==> src/rtl/disp_scan_ctrl.sv <==
// disp_scan_ctrl: 4-digit common-anode seven-segment scan scheduler
// with frame-synchronous updates, leading-zero blanking and PWM.
module disp_scan_ctrl #(
  parameter int SUB_CYCLES = 6250,
  parameter int SUB_W      = 13
) (
  input  logic       clk_amisha,
  input  logic       reset_amisha,
  input  logic [3:0] hex3,
  input  logic [3:0] hex2,
  input  logic [3:0] hex1,
  input  logic [3:0] hex0,
  input  logic [3:0] dp_in,
  input  logic       upd_valid,
  output logic       upd_ready,
  input  logic       blank_lz,
  input  logic [2:0] bright,
  output logic [3:0] an,
  output logic [7:0] sseg,
  output logic [1:0] digit_sel,
  output logic       frame_tick
);

  typedef enum logic [1:0] {
    D0 = 2'd0,
    D1 = 2'd1,
    D2 = 2'd2,
    D3 = 2'd3
  } state_t;

  localparam logic [SUB_W-1:0] SUB_LAST =
    SUB_W'(SUB_CYCLES - 1);
  localparam logic [SUB_W-1:0] SUB_PRE =
    SUB_W'(SUB_CYCLES - 2);

  state_t           state;
  state_t           state_nx;
  logic [SUB_W-1:0] sub_cnt;
  logic [2:0]       phase;
  logic [2:0]       bright_q;

  logic [3:0][3:0]  act_h;
  logic [3:0][3:0]  pend_h;
  logic [3:0]       act_dp;
  logic [3:0]       pend_dp;
  logic             pending_full;

  logic             sub_wrap;
  logic             ph_wrap;
  logic             slot_start;
  logic             last_cyc;
  logic             pre_last;
  logic [1:0]       idx;
  logic [3:0]       blank;
  logic             dig_on;
  logic [3:0]       an_nx;
  logic [7:0]       sseg_nx;

  function automatic logic [6:0] seg7(
    input logic [3:0] h
  );
    logic [6:0] s;
    s = 7'h7F;
    unique case (h)
      4'h0: s = 7'h40;
      4'h1: s = 7'h79;
      4'h2: s = 7'h24;
      4'h3: s = 7'h30;
      4'h4: s = 7'h19;
      4'h5: s = 7'h12;
      4'h6: s = 7'h02;
      4'h7: s = 7'h78;
      4'h8: s = 7'h00;
      4'h9: s = 7'h10;
      4'hA: s = 7'h08;
      4'hB: s = 7'h03;
      4'hC: s = 7'h46;
      4'hD: s = 7'h21;
      4'hE: s = 7'h06;
      4'hF: s = 7'h0E;
    endcase
    return s;
  endfunction

  assign sub_wrap   = (sub_cnt == SUB_LAST);
  assign ph_wrap    = sub_wrap && (phase == 3'd7);
  assign slot_start = (phase == 3'd0) &&
                      (sub_cnt == '0);
  assign last_cyc   = ph_wrap && (state == D3);
  assign pre_last   = (state == D3) &&
                      (phase == 3'd7) &&
                      (sub_cnt == SUB_PRE);
  assign upd_ready  = ~pending_full;
  assign idx        = state;

  always_comb begin
    state_nx = D0;
    unique case (state)
      D0: state_nx = D1;
      D1: state_nx = D2;
      D2: state_nx = D3;
      D3: state_nx = D0;
    endcase
  end

  // a digit is blank only while every digit to its left is zero too
  always_comb begin
    blank    = '0;
    blank[3] = blank_lz && (act_h[3] == 4'h0);
    blank[2] = blank[3] && (act_h[2] == 4'h0);
    blank[1] = blank[2] && (act_h[1] == 4'h0);
  end

  always_comb begin
    dig_on  = (phase <= bright_q) && !blank[idx];
    an_nx   = 4'hF;
    sseg_nx = 8'hFF;
    if (dig_on) begin
      an_nx[idx] = 1'b0;
      sseg_nx    = {act_dp[idx], seg7(act_h[idx])};
    end
  end

  always_ff @(posedge clk_amisha or
              negedge reset_amisha) begin
    if (!reset_amisha) begin
      state      <= D0;
      sub_cnt    <= '0;
      phase      <= '0;
      bright_q   <= '0;
      an         <= 4'hF;
      sseg       <= 8'hFF;
      digit_sel  <= '0;
      frame_tick <= 1'b0;
    end else begin
      sub_cnt <= sub_wrap ? '0 : sub_cnt + 1'b1;
      if (sub_wrap) begin
        phase <= phase + 3'd1;
      end
      if (ph_wrap) begin
        state <= state_nx;
      end
      if (slot_start) begin
        bright_q <= bright;
      end
      // registered one cycle early so it lines up with last_cyc
      frame_tick <= pre_last;
      an         <= an_nx;
      sseg       <= sseg_nx;
      digit_sel  <= idx;
    end
  end

  // pending never commits in the cycle it was captured
  always_ff @(posedge clk_amisha or
              negedge reset_amisha) begin
    if (!reset_amisha) begin
      act_h        <= '0;
      pend_h       <= '0;
      act_dp       <= 4'hF;
      pend_dp      <= 4'hF;
      pending_full <= 1'b0;
    end else if (last_cyc && pending_full) begin
      act_h        <= pend_h;
      act_dp       <= pend_dp;
      pending_full <= 1'b0;
    end else if (upd_valid && !pending_full) begin
      pend_h       <= {hex3, hex2, hex1, hex0};
      pend_dp      <= dp_in;
      pending_full <= 1'b1;
    end
  end

endmodule

==> config.mk <==
export PLATFORM = sky130hd
export DESIGN_NAME = disp_scan_ctrl
export DESIGN_NICKNAME = d
export VERILOG_FILES = /design/src/rtl/disp_scan_ctrl.sv
export SDC_FILE = /design/constraint.sdc
export NUM_CORES = 1
export LEC_CHECK = 0
export CAP_MARGIN = 20
export CORE_MARGIN = 4
export CORE_UTILIZATION = 50
export DETAILED_ROUTE_END_ITERATION = 6
export GPL_TIMING_DRIVEN = 0
export PLACE_DENSITY = 0.72
export SETUP_SLACK_MARGIN = 0.2
export SYNTH_ARGS = -nofsm -noshare
export SYNTH_HDL_FRONTEND = slang
export SYNTH_SLANG_ARGS = --single-unit
==> constraint.sdc <==
create_clock -name clk_amisha -period 5.4 [get_ports clk_amisha]
set_input_delay 1.08 -clock clk_amisha [delete_from_list [all_inputs] [get_ports clk_amisha]]
set_output_delay 1.08 -clock clk_amisha [all_outputs]
set_load 0.05 [all_outputs]
==> run_results.csv <==
group,metric,value,unit
run_status,status,"finished, final reports clean",
worst_setup_path,cp_data_required_time,4.32,ns
cells_and_area,layout_common_cells,"57 x dfrtp_1, 45 x mux2_2, 41 x clkdlybuf4s50_1, 24 x nand2_1",
synthesis,yosysWarnings,0,
synthesis,ys_seq_elements,77,
worst_setup_path,cp-end-kind,"primary output",
worst_setup_path,cp_top_family,"buffers and inverters",
worst_setup_path,max_stage_delay,0.83,ns
synthesis,yosysSeqAreaShare,53.6,%
cts,postCtsSetupRepairBufs,0,
place,numPortBuffers,42,
die,ios,43,
cells_and_area,layout_commonest_cell,"dfrtp_1",
die,die_height,93.4,um
worst_setup_path,critPathBufInv,2,
cts,cts_buffers,9,
cells_and_area,design_area,0.00439,mm^2
die,initial_core_util,52.5,%
worst_setup_path,crit_cells,2,
worst_setup_path,crit_fanout,3,
cts,hold_buffers,0,
cts,tritoncts,"built",
synthesis,synth_cell_type_count,39,
cells_and_area,fill_cells,577,
worst_setup_path,crit_chain,"inv_1, clkdlybuf4s50_1",
synthesis,async_flop_share,100,%
routing,wire_per_inst,14.6,um
timing,final-setup-viol-count,0,
worst_setup_path,reg2reg_slack,2.79,ns
cells_and_area,area_growth,20.6,%
worst_setup_path,crit_start,"pending_full",
synthesis,syn_area,0.00364,mm^2
place,post-place-ws,2.63,ns
grt,grt_pass1_wl,11.0,mm
worst_setup_path,r2r_cells,8,
cells_and_area,nets,391,
cts,insertion_delay,0.34,ns
die,coreArea,0.00694,mm^2
pwr,pwr-share-seq,55.7,%
synthesis,synth-edff-count,0,
timing,worst_slack,2.64,ns
worst_setup_path,r2r-end,"sseg[0]",
place,place_area,0.00420,mm^2
grt,overflow,0,
die,rows,30,
cts,path_clk_slew,0.07,ns
cts,cts-resized-gates,0,
cts,clock_sinks,77,
cells_and_area,drive_gt1_share,27.8,%
routing,dr.pass1.iters,4,
worst_setup_path,r2r_start,"idx[0]",
timing,fin_setup_tns,0,ns
worst_setup_path,crit_arrival,1.68,ns
timing,skew,0.00803,ns
worst_setup_path,timing_worst_setup_path_type,"flip-flop to primary output",
timing,max_freq,362,MHz
place,hpwl,4.89,mm
routing,drc,0,
pwr,clkPwrFrac,38.2,%
cts,clock-root-buffer,"clkbuf_8",
run,maxCapViolations,0,
pwr,ir_drop,0.158,mV
worst_setup_path,critPathSlowestCell,"clkdlybuf4s50_1",
pwr,p_leak,0.00194,uW
grt,antenna_found_initial,0,
timing,fin_crit,2.76,ns
pwr,p_sw,236,uW
routing,routed_wl,6.51,mm
worst_setup_path,cp-endpoint,"upd_ready",
synthesis,synth_nets,337,
place,gp_congestion,0.858,
timing,fin_crit_sh,51.1,%
grt,grt_max_degree,40,
timing,rsz0062_at_grt,"false",
routing,drt-vias-per-instance,5.25,
pwr,internal_power,862,uW
pwr,power_density,250,mW/mm^2
cells_and_area,insertedDiodeCount,0,
grt,grt_usage,16.3,%
worst_setup_path,startpoint_type,"flip-flop",
routing,ant_nets,0,
routing,vias,2338,
die,die_area,0.00872,mm^2
grt,first_global_vias,2371,
synthesis,avgSynthCellArea,12.6,um^2
synthesis,dominantRegCellSynth,"dfrtp_1",
timing,hold_violations,0,
timing,tightest_slew,0.579,ns
cts,cts.htree.levels,3,
synthesis,synthCells,290,
min_path,hold_class,"flip-flop to flip-flop",
timing,finalMaxSlewViolations,0,
timing,slew-limit-headroom,61.4,%
pwr,comb_power_share,6.0,%
routing,drtIter0Drc,101,
pwr,switching_share,21.5,%
cts,cts_buffer_depth,2,
die,dieWidth,93.4,um
==> state kept, by name (all words and copies together) (netlist names) <==
name,flops
act_dp,4
act_h,16
an,4
bright_q,3
digit_sel,2
frame_tick,1
idx,2
pend_dp,4
pend_h,16
pending_full,1
phase,3
sseg,8
sub_cnt,13
==> cell usage after synthesis, types with 2 or more instances <==
library cell	instances	area share, %
a211oi_1	2	0.41
buf_2	3	0.41
buf_6	2	0.62
clkbuf_1	4	0.41
dfrtp_1	57	39
dfstp_2	20	14
ha_1	20	6.9
inv_1	17	1.8
mux2_2	45	14
mux2i_1	7	1.9
mux4_2	4	2.5
nand2_1	24	2.5
nand2b_1	4	0.69
nand3_1	8	1.1
nor2_1	16	1.6
nor2b_1	4	0.69
nor3_1	3	0.41
nor4_1	5	0.86
nor4_4	2	1.2
o211ai_1	3	0.62
o21ai_0	11	1.5
o221ai_1	2	0.48
xnor2_1	6	1.4
xor2_1	6	1.4
==> metrics by stage <==
stage          utilization (%)  power [uW]  instances  hold slack [ns]
5_1_grt                   63.3        1150        445            0.468
3_5_place_dp              60.5         690        429            0.428
3_3_place_gp              60.3         686        428            0.427
6_report                  63.3        1100        445            0.443
4_1_cts                   63.3        1110        445            0.448
2_1_floorplan                -         648        290            0.401
==> power groups by stage <==
stage                     clock [uW]  sequential, uW  combinational, uW
after floorplan                    0             628               20.2
after global placement             0             622               64.4
after detailed placement           0             623               67.6
after CTS                        432             612               67.8
after global routing             459             615               72.9
final                            420             612               66.0
==> layout make-up <==
cell class	count	area (um^2)	share of cell area, %
sequential	77	1950	44.4
clock buffer	11	141	3.22
buffer	10	56.3	1.28
inverter	17	63.8	1.45
clock inverter	5	50.0	1.14
timing repair buffer	43	438	9.97
multi-input combinational	186	1570	35.8
tap	96	120	2.73
==> routing by layer <==
layer	track usage [%]	wire, um
met1	21.5	3080
met3	3.38	246
met5	0	0
met4	8.06	116
met2	25.6	3070
==> cell families after synthesis <==
logic type | after synthesis | synth area share (%)
flops | 77 | 53.6
simple gates | 72 | 10.4
mux | 56 | 18.3
buf+inv | 27 | 3.30
compound gates | 26 | 4.74
fa+ha+maj | 20 | 6.87
xor+xnor | 12 | 2.88
==> worst min-delay path by stage <==
| stage | startpoint | cells past startpoint | to | slack, ns |
|---|---|---|---|---|
| 2_1_floorplan | idx[0] | 0 | digit_sel[0] | 0.40 |
| 3_3_place_gp | idx[0] | 0 | digit_sel[0] | 0.43 |
| 3_5_place_dp | idx[0] | 0 | digit_sel[0] | 0.43 |
| 4_1_cts | idx[0] | 0 | digit_sel[0] | 0.45 |
| 5_1_grt | idx[0] | 0 | digit_sel[0] | 0.47 |
| 6_report | idx[0] | 0 | digit_sel[0] | 0.44 |
Power figures use the tool's default switching activity.
